==> src/rtl/adc_frame_sequencer_pkg.sv <==
// Shared types and helpers for the ADC frame sequencer: FSM encoding,
// default sizes and set-bit search functions over a channel mask.
package adc_seq_pkg;

    typedef enum logic [1:0] {
        IDLE  = 2'd0,
        START = 2'd1,
        CONV  = 2'd2,
        WRITE = 2'd3
    } seq_state_t;

    localparam int NCH_DEF            = 8;
    localparam int TIMEOUT_CYCLES_DEF = 64;
    localparam int TCNT_W_DEF         = $clog2(TIMEOUT_CYCLES_DEF);

    // Helpers operate on a 32-bit mask; callers zero-extend narrower masks.
    localparam int MASK_W     = 32;
    localparam int MASK_IDX_W = 5;

    // Lowest set bit at or above position 'from'; returns 0 when none is set.
    function automatic logic [MASK_IDX_W-1:0] next_set_bit(
        input logic [MASK_W-1:0]     mask,
        input logic [MASK_IDX_W-1:0] from
    );
        logic [MASK_IDX_W-1:0] pos;
        logic                  found;
        pos   = '0;
        found = 1'b0;
        for (int i = 0; i < MASK_W; i++) begin
            if (!found && mask[i] && (i >= int'(from))) begin
                pos   = MASK_IDX_W'(i);
                found = 1'b1;
            end
        end
        return pos;
    endfunction

    function automatic logic [MASK_IDX_W-1:0] lowest_set_bit(input logic [MASK_W-1:0] mask);
        return next_set_bit(mask, '0);
    endfunction

    function automatic logic has_bit_above(
        input logic [MASK_W-1:0]     mask,
        input logic [MASK_IDX_W-1:0] idx
    );
        logic any;
        any = 1'b0;
        for (int i = 0; i < MASK_W; i++) begin
            if (mask[i] && (i > int'(idx))) any = 1'b1;
        end
        return any;
    endfunction

endpackage

==> src/rtl/adc_frame_sequencer_if.sv <==
// ADC converter port and frame-FIFO write port of the sequencer.
interface adc_frame_sequencer_if #(
    parameter int NCH = 8
);
    // No backpressure on either side: ADC_START and DONE are one-cycle strobes,
    // ADC_CHSEL is held from START through CONV, ADC_RESULT is valid only
    // with ADC_DONE, and RESULT/ATMCHSEL/LASTWORD are valid only with DONE.
    logic                   ADC_START;
    logic [$clog2(NCH)-1:0] ADC_CHSEL;
    logic                   ADC_DONE;
    logic [15:0]            ADC_RESULT;
    logic                   DONE;
    logic [15:0]            RESULT;
    logic [NCH-1:0]         ATMCHSEL;
    logic                   LASTWORD;

    modport master (
        output ADC_START, ADC_CHSEL, DONE, RESULT, ATMCHSEL, LASTWORD,
        input  ADC_DONE, ADC_RESULT
    );

    modport slave (
        input  ADC_START, ADC_CHSEL, DONE, RESULT, ATMCHSEL, LASTWORD,
        output ADC_DONE, ADC_RESULT
    );

endinterface

==> src/rtl/adc_frame_sequencer_tick_gen.sv <==
// Frame tick divider: one tick every FRAMEDIV+1 cycles while sampling is enabled.
module frame_tick_gen #(
    parameter int DIV_WIDTH = 16
) (
    input  logic                 SAMPLE_CLK,
    input  logic                 RST_sync,
    input  logic                 ENSAMP_sync,
    input  logic [DIV_WIDTH-1:0] FRAMEDIV,
    output logic                 tick
);

    logic [DIV_WIDTH-1:0] div_cnt;

    // >= lets a FRAMEDIV lowered below the running count wrap at once.
    always_ff @(posedge SAMPLE_CLK) begin
        if (RST_sync || !ENSAMP_sync) begin
            div_cnt <= '0;
        end else if (div_cnt >= FRAMEDIV) begin
            div_cnt <= '0;
        end else begin
            div_cnt <= div_cnt + DIV_WIDTH'(1);
        end
    end

    assign tick = ENSAMP_sync && (div_cnt >= FRAMEDIV);

endmodule

==> src/rtl/adc_frame_sequencer.sv <==
// Per-frame ADC channel sequencer: converts every enabled channel on each
// frame tick and writes the results to the frame FIFO, last word flagged.
module adc_frame_sequencer
    import adc_seq_pkg::*;
#(
    parameter int NCH            = NCH_DEF,
    parameter int DIV_WIDTH      = 16,
    parameter int TIMEOUT_CYCLES = TIMEOUT_CYCLES_DEF
) (
    input  logic                   SAMPLE_CLK,
    input  logic                   RST_sync,
    input  logic                   ENSAMP_sync,
    input  logic [NCH-1:0]         CHEN,
    input  logic [DIV_WIDTH-1:0]   FRAMEDIV,
    adc_frame_sequencer_if.master  bus,
    output logic                   SEQ_BUSY,
    output logic                   FRAME_OVERRUN,
    output logic                   ADC_TIMEOUT,
    output seq_state_t             seq_state
);

    localparam int IW = $clog2(NCH);
    localparam int TW = (TIMEOUT_CYCLES > 1) ? $clog2(TIMEOUT_CYCLES) : 1;
    localparam logic [TW-1:0] TCNT_LAST = TW'(TIMEOUT_CYCLES - 1);

    logic           tick;
    seq_state_t     state_q, state_d;
    logic [NCH-1:0] chen_q;
    logic [IW-1:0]  idx_q;
    logic [TW-1:0]  tcnt_q;
    logic [15:0]    cap_q;

    logic [NCH-1:0] idx_onehot;
    logic [NCH-1:0] chen_rest;
    logic           frame_go;
    logic           conv_finish;
    logic           conv_expire;

    logic           start_d, done_d, last_d, busy_d;
    logic [NCH-1:0] atm_d;
    logic           start_q, done_q, last_q, busy_q;
    logic [NCH-1:0] atm_q;
    logic           overrun_q, timeout_q;

    frame_tick_gen #(
        .DIV_WIDTH (DIV_WIDTH)
    ) u_tick (
        .SAMPLE_CLK  (SAMPLE_CLK),
        .RST_sync    (RST_sync),
        .ENSAMP_sync (ENSAMP_sync),
        .FRAMEDIV    (FRAMEDIV),
        .tick        (tick)
    );

    assign idx_onehot  = NCH'(1) << idx_q;
    assign chen_rest   = chen_q & ~idx_onehot;
    assign frame_go    = tick && (CHEN != '0);
    assign conv_finish = (state_q == CONV) && (bus.ADC_DONE || (tcnt_q == TCNT_LAST));
    // A strobe on the expiry cycle still counts as a completed conversion.
    assign conv_expire = (state_q == CONV) && !bus.ADC_DONE && (tcnt_q == TCNT_LAST);

    always_ff @(posedge SAMPLE_CLK) begin : state_reg
        if (RST_sync) begin
            state_q <= IDLE;
        end else begin
            state_q <= state_d;
        end
    end

    always_comb begin : next_state
        state_d = state_q;
        if (!ENSAMP_sync) begin
            state_d = IDLE;
        end else begin
            unique case (state_q)
                IDLE:    if (frame_go) state_d = START;
                START:   state_d = CONV;
                CONV:    if (conv_finish) state_d = WRITE;
                WRITE:   state_d = (chen_rest != '0) ? START : IDLE;
                default: state_d = IDLE;
            endcase
        end
    end

    always_ff @(posedge SAMPLE_CLK) begin : datapath
        if (RST_sync) begin
            chen_q <= '0;
            idx_q  <= '0;
            tcnt_q <= '0;
            cap_q  <= '0;
        end else if (!ENSAMP_sync) begin
            chen_q <= '0;
            idx_q  <= '0;
            tcnt_q <= '0;
        end else begin
            unique case (state_q)
                IDLE: begin
                    if (frame_go) begin
                        chen_q <= CHEN;
                        idx_q  <= IW'(lowest_set_bit(MASK_W'(CHEN)));
                    end
                end
                START: begin
                    tcnt_q <= '0;
                end
                CONV: begin
                    tcnt_q <= tcnt_q + TW'(1);
                    if (bus.ADC_DONE) begin
                        cap_q <= bus.ADC_RESULT;
                    end else if (tcnt_q == TCNT_LAST) begin
                        cap_q <= '0;
                    end
                end
                WRITE: begin
                    chen_q <= chen_rest;
                    if (chen_rest != '0) begin
                        idx_q <= IW'(next_set_bit(MASK_W'(chen_q),
                                                  MASK_IDX_W'(idx_q) + MASK_IDX_W'(1)));
                    end
                end
                default: ;
            endcase
        end
    end

    // Output values are decoded from the next state so every port is a flop.
    always_comb begin : outputs_next
        start_d = (state_d == START);
        done_d  = (state_d == WRITE);
        last_d  = done_d && !has_bit_above(MASK_W'(chen_q), MASK_IDX_W'(idx_q));
        atm_d   = done_d ? idx_onehot : '0;
        busy_d  = (state_d != IDLE);
    end

    always_ff @(posedge SAMPLE_CLK) begin : output_reg
        if (RST_sync) begin
            start_q <= 1'b0;
            done_q  <= 1'b0;
            last_q  <= 1'b0;
            atm_q   <= '0;
            busy_q  <= 1'b0;
        end else begin
            start_q <= start_d;
            done_q  <= done_d;
            last_q  <= last_d;
            atm_q   <= atm_d;
            busy_q  <= busy_d;
        end
    end

    always_ff @(posedge SAMPLE_CLK) begin : event_toggles
        if (RST_sync) begin
            overrun_q <= 1'b0;
            timeout_q <= 1'b0;
        end else begin
            if (tick && (state_q != IDLE)) overrun_q <= ~overrun_q;
            if (ENSAMP_sync && conv_expire) timeout_q <= ~timeout_q;
        end
    end

    assign bus.ADC_START  = start_q;
    assign bus.ADC_CHSEL  = idx_q;
    assign bus.DONE       = done_q;
    assign bus.RESULT     = cap_q;
    assign bus.ATMCHSEL   = atm_q;
    assign bus.LASTWORD   = last_q;
    assign SEQ_BUSY       = busy_q;
    assign FRAME_OVERRUN  = overrun_q;
    assign ADC_TIMEOUT    = timeout_q;
    assign seq_state      = state_q;

endmodule

==> src/flat_wrapper.sv <==
// flat-port wrapper written by rule: the top's interface ports become plain ports
module adc_frame_sequencer_flat import adc_seq_pkg::*;
#(
    parameter int NCH            = NCH_DEF,
    parameter int DIV_WIDTH      = 16,
    parameter int TIMEOUT_CYCLES = TIMEOUT_CYCLES_DEF
)
  (SAMPLE_CLK, RST_sync, ENSAMP_sync, CHEN, FRAMEDIV, SEQ_BUSY, FRAME_OVERRUN, ADC_TIMEOUT, seq_state, bus_ADC_START, bus_ADC_CHSEL, bus_DONE, bus_RESULT, bus_ATMCHSEL, bus_LASTWORD, bus_ADC_DONE, bus_ADC_RESULT);
  adc_frame_sequencer_if #(.NCH(NCH)) bus_i ();
  input  logic SAMPLE_CLK;
  input  logic RST_sync;
  input  logic ENSAMP_sync;
  input  logic [NCH-1:0] CHEN;
  input  logic [DIV_WIDTH-1:0] FRAMEDIV;
  output logic SEQ_BUSY;
  output logic FRAME_OVERRUN;
  output logic ADC_TIMEOUT;
  output seq_state_t seq_state;
  output wire logic [$bits(bus_i.ADC_START)-1:0] bus_ADC_START;
  output wire logic [$bits(bus_i.ADC_CHSEL)-1:0] bus_ADC_CHSEL;
  output wire logic [$bits(bus_i.DONE)-1:0] bus_DONE;
  output wire logic [$bits(bus_i.RESULT)-1:0] bus_RESULT;
  output wire logic [$bits(bus_i.ATMCHSEL)-1:0] bus_ATMCHSEL;
  output wire logic [$bits(bus_i.LASTWORD)-1:0] bus_LASTWORD;
  input wire logic [$bits(bus_i.ADC_DONE)-1:0] bus_ADC_DONE;
  input wire logic [$bits(bus_i.ADC_RESULT)-1:0] bus_ADC_RESULT;
  assign bus_ADC_START = bus_i.ADC_START;
  assign bus_ADC_CHSEL = bus_i.ADC_CHSEL;
  assign bus_DONE = bus_i.DONE;
  assign bus_RESULT = bus_i.RESULT;
  assign bus_ATMCHSEL = bus_i.ATMCHSEL;
  assign bus_LASTWORD = bus_i.LASTWORD;
  assign bus_i.ADC_DONE = bus_ADC_DONE;
  assign bus_i.ADC_RESULT = bus_ADC_RESULT;
  adc_frame_sequencer #(.NCH(NCH), .DIV_WIDTH(DIV_WIDTH), .TIMEOUT_CYCLES(TIMEOUT_CYCLES)) u_core (.SAMPLE_CLK(SAMPLE_CLK), .RST_sync(RST_sync), .ENSAMP_sync(ENSAMP_sync), .CHEN(CHEN), .FRAMEDIV(FRAMEDIV), .bus(bus_i), .SEQ_BUSY(SEQ_BUSY), .FRAME_OVERRUN(FRAME_OVERRUN), .ADC_TIMEOUT(ADC_TIMEOUT), .seq_state(seq_state));
endmodule
==> config.mk <==
export PLATFORM = sky130hd
export DESIGN_NAME = adc_frame_sequencer_flat
export DESIGN_NICKNAME = d
export VERILOG_FILES = /design/src/rtl/adc_frame_sequencer_pkg.sv /design/src/rtl/adc_frame_sequencer_if.sv /design/src/rtl/adc_frame_sequencer_tick_gen.sv /design/src/rtl/adc_frame_sequencer.sv /design/src/flat_wrapper.sv
export SDC_FILE = /design/constraint.sdc
export NUM_CORES = 1
export LEC_CHECK = 0
export CORE_UTILIZATION = 36
export DETAILED_ROUTE_END_ITERATION = 10
export GPL_TIMING_DRIVEN = 0
export PLACE_DENSITY = 0.7
export SLEW_MARGIN = 10
export SYNTH_ARGS = -nofsm -noshare
export SYNTH_HDL_FRONTEND = slang
export SYNTH_SLANG_ARGS = --single-unit
==> constraint.sdc <==
create_clock -name SAMPLE_CLK -period 3.4 [get_ports SAMPLE_CLK]
set_input_delay 0.51 -clock SAMPLE_CLK [delete_from_list [all_inputs] [get_ports SAMPLE_CLK]]
set_output_delay 0.51 -clock SAMPLE_CLK [all_outputs]
set_load 0.02 [all_outputs]
## Word level (Yosys, flattened, before mapping)

Cells that the tools add are included.

- Bits in registers: 65
- Output and inout port bits: 35
- Logic and storage cells: 221

- Add/sub/neg operators: 3
- Magnitude comparators: 16
- Eq/ne operators: 8
- Shift operators: 1
- Multiplexer cells: 104
- Bitwise gates (word level): 6
- Reduce and logical (&&, ||, !) cells: 70

Operators with widths:

| operator | count |
|---|---|
| 2-to-1 mux 1 bit | 80 |
| logical AND 1 bit | 37 |
| 2-to-1 mux 16 bit | 2 |
| 2-to-1 mux 3 bit | 10 |
| >= comparator 3 x 5 -> 1 bit (first input constant) | 4 |
| logical NOT 1 bit | 17 |
| adder 16 x 1 -> 16 bit (second input constant) | 1 |
| >= comparator 16 bit | 1 |
| case mux 8 bit (2 select lines) | 1 |
| nonzero test 8 bit | 2 |
| 2-to-1 mux 2 bit | 7 |
| greater-than comparator 3 bit (first input constant) | 4 |
| case mux 6 bit (2 select lines) | 1 |
| >= comparator 1 x 5 -> 1 bit (first input constant) | 2 |
| >= comparator 2 x 5 -> 1 bit (first input constant) | 2 |
| nonzero test 2 bit | 5 |
| AND 8 bit | 1 |
| 2-to-1 mux 8 bit | 1 |
| NOT 8 bit | 1 |
| case mux 2 bit (4 select lines) | 1 |
| left shift 1 x 3 -> 8 bit (first input constant) | 1 |
| adder 6 x 1 -> 6 bit (second input constant) | 1 |
| equality test 2 bit (second input constant) | 3 |
| equality test 6 bit (second input constant) | 1 |
| 12 further kinds | 22 |

## Logic depth before layout (Yosys ltp)

- Word-level depth: 62
- Gate-level depth with buffers: 10
- Gate-level depth less buffers: 8

## Hierarchy

A second synthesis with hierarchy kept.

- Cell total of the unflattened synthesis: 415
- Area, all modules: 3479.6 µm²

By module, submodules not included:

| module | times used | cells an instance | area an instance (µm²) | seq. area each (µm²) |
|---|---|---|---|---|
| adc_frame_sequencer | 1 | 284 | 2354.8 | 980.9 |
| frame_tick_gen | 1 | 131 | 1124.8 | 320.3 |

## Worst setup path before layout

Ideal clock, no wire load.

- Path kind: register -> register
- Start point: reg u_core.idx_q[0] (netlist: u_core.bus.ADC_CHSEL[0])
- End point: reg u_core.idx_q[0] (netlist: u_core.bus.ADC_CHSEL[0])
- Data arrival time: 2.388 ns
- Required time: 3.276 ns
- Path slack: 0.888 ns
- Stages on the path, launching flop included: 10
- Path buffers: 1
- Cells stage by stage: dfxtp_1 buf_6 inv_1 ha_1 or3b_4 a21oi_2 a41oi_2 or3_1 a32oi_1 a211oi_1

- Word-level cells in the longest chain between the ends: 62
- Elaborated cells between the ends (all ways): 81

Ends and longest elaborated chain:

| item | line | RTL |
|---|---|---|
| start, declared | adc_frame_sequencer.sv:29 | `logic [IW-1:0] idx_q;` |
| start signal, assigned | adc_frame_sequencer.sv:100 | `idx_q <= IW'(lowest_set_bit(MASK_W'(CHEN)));` |
| start signal, assigned | adc_frame_sequencer.sv:117 | `idx_q <= IW'(next_set_bit(MASK_W'(chen_q),` |
| adder 3 x 1 -> 4 bit | adc_frame_sequencer.sv:118 | `MASK_IDX_W'(idx_q) + MASK_IDX_W'(1)));` |
| >= comparator 1 x 5 -> 1 bit | adc_frame_sequencer_pkg.sv:30 | `if (!found && mask[i] && (i >= int'(from))) begin` |
| logical AND 1 bit | adc_frame_sequencer_pkg.sv:30 |  |
| 2-to-1 mux 1 bit | adc_frame_sequencer_pkg.sv:30 |  |
| 2-to-1 mux 1 bit | adc_frame_sequencer.sv:116 | `if (chen_rest != '0) begin` |
| 2-to-1 mux 1 bit | adc_frame_sequencer.sv:96 | `unique case (state_q)` |
| 2-to-1 mux 1 bit | adc_frame_sequencer.sv:91 | `end else if (!ENSAMP_sync) begin` |
| 2-to-1 mux 1 bit | adc_frame_sequencer.sv:86 | `if (RST_sync) begin` |
| [... 45 more ...] | - |  |
| 2-to-1 mux 1 bit | adc_frame_sequencer.sv:96 |  |
| 2-to-1 mux 1 bit | adc_frame_sequencer.sv:91 |  |
| 2-to-1 mux 1 bit | adc_frame_sequencer.sv:86 |  |
| logical NOT 1 bit | adc_frame_sequencer_pkg.sv:30 |  |
| logical AND 1 bit (2 in a row) | adc_frame_sequencer_pkg.sv:30 |  |
| 2-to-1 mux 3 bit | adc_frame_sequencer_pkg.sv:30 |  |
| 2-to-1 mux 3 bit | adc_frame_sequencer.sv:116 |  |
| case mux 3 bit (2 select lines) | adc_frame_sequencer.sv:96 |  |

Parallel ways exist; a longest one is shown, timed or not. The select of a mux whose other input is x is not followed.
A chain may end at the register's enable or synchronous reset.

## Worst setup path after layout

- Start point: in FRAMEDIV[15]
- End point: reg u_core.chen_q[7]

- Word-level cells in the longest chain between the ends: 5

Ends and longest elaborated chain:

| item | line | RTL |
|---|---|---|
| start, declared | flat_wrapper.sv:14 | `input logic [DIV_WIDTH-1:0] FRAMEDIV;` |
| >= comparator 16 bit | adc_frame_sequencer_tick_gen.sv:25 | `assign tick = ENSAMP_sync && (div_cnt >= FRAMEDIV);` |
| logical AND 1 bit | adc_frame_sequencer_tick_gen.sv:25 |  |
| logical AND 1 bit | adc_frame_sequencer.sv:57 | `assign frame_go = tick && (CHEN != '0);` |
| != test 2 x 1 -> 1 bit (no line) | - |  |
| AND reduction 2 bit (no line) | - |  |
| end signal, assigned | adc_frame_sequencer.sv:115 | `chen_q <= chen_rest;` |
| end, declared | adc_frame_sequencer.sv:28 | `logic [NCH-1:0] chen_q;` |

Every way passes these cells.

==> flow_summary_export.csv <==
group,metric,value,unit
setup_path,critPathLaunch,"FRAMEDIV[15]",
synth,synth_nets,479,
global_routing,first_global_vias,3204,
global_routing,grt_pass1_wl,14600,um
finish,area_growth,32.5,%
setup_path,critPathMaxFanout,7,
finish,final_cell_mix,"clkdlybuf4s50_1 (78), dfxtp_1 (65), nor2_1 (48)",
sta,rsz0062_at_grt,"false",
floorplanning,num_io_pins,79,
synth,ys_seq_area_frac,0.376,
pwr,power.switching,324,uW
sta,fmax,342,MHz
routing,wl,8560,um
clocking,clkSlewWorstSetupHoldPaths,70,ps
worst_hold_path,worstHoldStart,"u_core.u_tick.div_cnt[0]",
synth,synth_edf_count,0,
pwr,total_power,1.46,mW
sta,hold_viol,0,
clocking,cts_sinks,65,
pwr,leakagePower,1.74,nW
global_routing,grt_overflow,0,
floorplanning,die_area,10000,um^2
routing,vias,3218,
pwr,clockPowerShare,0.411,
floorplanning,initial_utilization,0.373,
synth,synth_cells,406,
flow_run,cap_violations,0,
setup_path,slowest_stage,"a31oi_1",
sta,setup_viol,0,
finish,final_common_cell,"clkdlybuf4s50_1",
sta,slew_headroom,0.579,
clocking,root_buffer,"clkbuf_8",
setup_path,cp_slowest_stage_delay,570,ps
clocking,h-tree-depth,3,
pwr,p_seq_frac,0.521,
floorplanning,die_x,100,um
placed_design,place_ws,162,ps
placed_design,place_congestion,0.856,
global_routing,grt_max_degree,11,
routing,drt-wirelength-per-cell,13.6,um
pwr,power.internal,1.14,mW
global_routing,grt.total_usage,0.183,
clocking,clock_path_buffers,2,
finish,n_antenna_cell,0,
outcome,status,"finished, final reports clean",
worst_hold_path,hp-class,"flip-flop to flip-flop",
global_routing,grt_antenna_before_repair,0,
pwr,swShare,0.221,
clocking,hold_buffers,0,
floorplanning,fp-row-count,35,
sta,worstMarginPinSlew,628,ps
setup_path,r2r-start,"u_core.bus.ADC_CHSEL[1]",
finish,fin_nets,568,
placed_design,hpwl,6610,um
routing,drtPass1Iterations,4,
placed_design,portBuffers,78,
synth,ys_seq_elements,65,
setup_path,cp.required,3620,ps
setup_path,cp.arrival,3140,ps
routing,ant_nets,0,
pwr,p_comb_frac,0.067,
setup_path,crit_type,"input port to flip-flop",
routing,vias_per_cell,5.12,
routing,drtIter0Drc,132,
synth,async_flop_share,0,
floorplanning,coreArea,9280,um^2
sta,skew,7.51,ps
setup_path,cpMostUsedCell,"a31oi_1",
clocking,numCtsBuffers,9,
sta,drv_slew,0,
setup_path,critPathCaptureType,"flip-flop",
clocking,clkLatencyLatePin,330,ps
setup_path,worst_setup_path_start_kind,"input port",
worst_hold_path,worstHoldPathCells,1,
synth,synth.avg_cell_area,8.52,um^2
routing,drc,0,
setup_path,worstPathCellList,"clkdlybuf4s50_1 -> inv_1 -> ha_1 -> nand4_1 -> nor4_1 -> a31oi_1 -> a31oi_1 -> o21ai_0 -> a32o_1",
clocking,cts_tree,"built",
clocking,cts_setup_buffers,0,
finish,drive_gt1_frac,0.0641,
pwr,peakVddDrop,0.206,mV
synth,synth.distinct_cells,60,
pwr,p_per_area,320,nW/um^2
floorplanning,die_h,100,um
sta,timing.final.ws_setup,479,ps
sta,period_minus_slack,2920,ps
sta,min_period_over_period,0.859,
setup_path,reg2reg_depth,8,
clocking,cts-resized-gates,0,
synth,netlist_area,3460,um^2
synth,ys_warn_count,0,
sta,fin_tns_setup,0,ps
synth,ys.flop_type,"dfxtp_1",
## kinds of logic after synthesis
group                      count (synthesis)  share of synthesized area
DFF                                       65                      0.376
adders and majority gates                 29                      0.105
and+or+nand+nor                          155                      0.229
buffers and inverters                     43                     0.0604
xor gates and xnor gates                  17                     0.0430
AOI/OAI and AO/OA                         96                      0.183
muxes                                      1                    0.00289
## registers in the layout (all words and copies together), names as in the netlist
register	count
u_core.bus.ADC_START	1
u_core.FRAME_OVERRUN	1
u_core.u_tick.div_cnt	16
u_core.bus.LASTWORD	1
u_core.bus.ADC_CHSEL	3
u_core.seq_state	2
u_core.bus.RESULT	16
u_core.tcnt_q	6
u_core.bus.ATMCHSEL	8
u_core.chen_q	8
u_core.ADC_TIMEOUT	1
u_core.SEQ_BUSY	1
u_core.bus.DONE	1
## worst max-delay path: cells and delay by family
family | cells | cell delay [ps]
AO/OA/AOI/OAI | 4 | 1260
adder cells (fa/ha/maj) | 1 | 300
AND/OR/NAND/NOR | 2 | 570
buffers and inverters | 2 | 490
## per-stage QoR
stage / utilization / hold WS (ps) / instances / instance area [um^2]
after floorplan: - / 441 / 406 / 3460
after global placement: 0.474 / 467 / 613 / 4400
after detailed placement: 0.474 / 474 / 613 / 4400
after CTS: 0.494 / 487 / 628 / 4580
after global routing: 0.494 / 529 / 628 / 4580
final: 0.494 / 488 / 628 / 4580
## path summary, 6_finish.rpt
path,endpoint,slack [ps]
worst min register to register,u_core.u_tick.div_cnt[0],490
worst max-delay path,u_core.chen_q[7],480
worst min-delay path,u_core.u_tick.div_cnt[0],490
worst max register to register,u_core.bus.ADC_CHSEL[0],730
## area by class of cell
type | instances | area, um^2
flip-flops and latches | 65 | 1300
clock buffers | 13 | 169
repair buffers | 78 | 781
fillers | 910 | 4700
well taps | 129 | 161
plain buffers | 14 | 100
inverters | 29 | 109
clock inverters | 2 | 12.5
multi-input cells | 298 | 1950
## synthesized netlist by cell type, types with 2 or more instances
library cell / number / area, um^2
nor3b_1: 7 / 52.6
and3_1: 8 / 50.1
a21o_1: 2 / 15.0
nor3_1: 11 / 55.1
a21boi_0: 3 / 22.5
a32o_1: 2 / 20.0
nor2_1: 48 / 180
o21ai_1: 2 / 10.0
nor4_1: 2 / 12.5
a22oi_1: 16 / 120
ha_1: 29 / 363
and2_1: 2 / 12.5
o211ai_1: 2 / 15.0
nand2_1: 28 / 105
clkbuf_1: 7 / 26.3
nor2b_1: 4 / 25.0
a31oi_1: 7 / 43.8
nand4_1: 10 / 62.6
nand3_1: 10 / 50.1
dfxtp_1: 65 / 1300
inv_1: 28 / 105
o21ai_0: 18 / 90.1
buf_6: 5 / 56.3
or3_1: 5 / 31.3
xnor2_1: 7 / 61.3
nand2b_1: 6 / 37.5
or2_2: 3 / 18.8
xor2_1: 10 / 87.6
a211oi_1: 3 / 22.5
a21oi_1: 26 / 130
## metal layers
metal | share of wire | GRT usage | vias up | routed length, um
met5 | 0 | 0 | - | 0
met4 | 0.018 | 0.0546 | 0 | 157
met3 | 0.047 | 0.0446 | 18 | 405
met2 | 0.50 | 0.317 | 90 | 4260
met1 | 0.44 | 0.226 | 1486 | 3740
li1 | - | - | 1624 | -
## power by group through the flow
stage	Sequential (mW)	Clock [mW]	Combinational, mW
floorplan	0.781	0	0.0344
global placement	0.781	0	0.0961
detailed placement	0.781	0	0.0983
CTS	0.764	0.614	0.0988
global route	0.763	0.648	0.109
finish	0.764	0.603	0.0983
No activity file was read; power rests on OpenSTA's default activity.
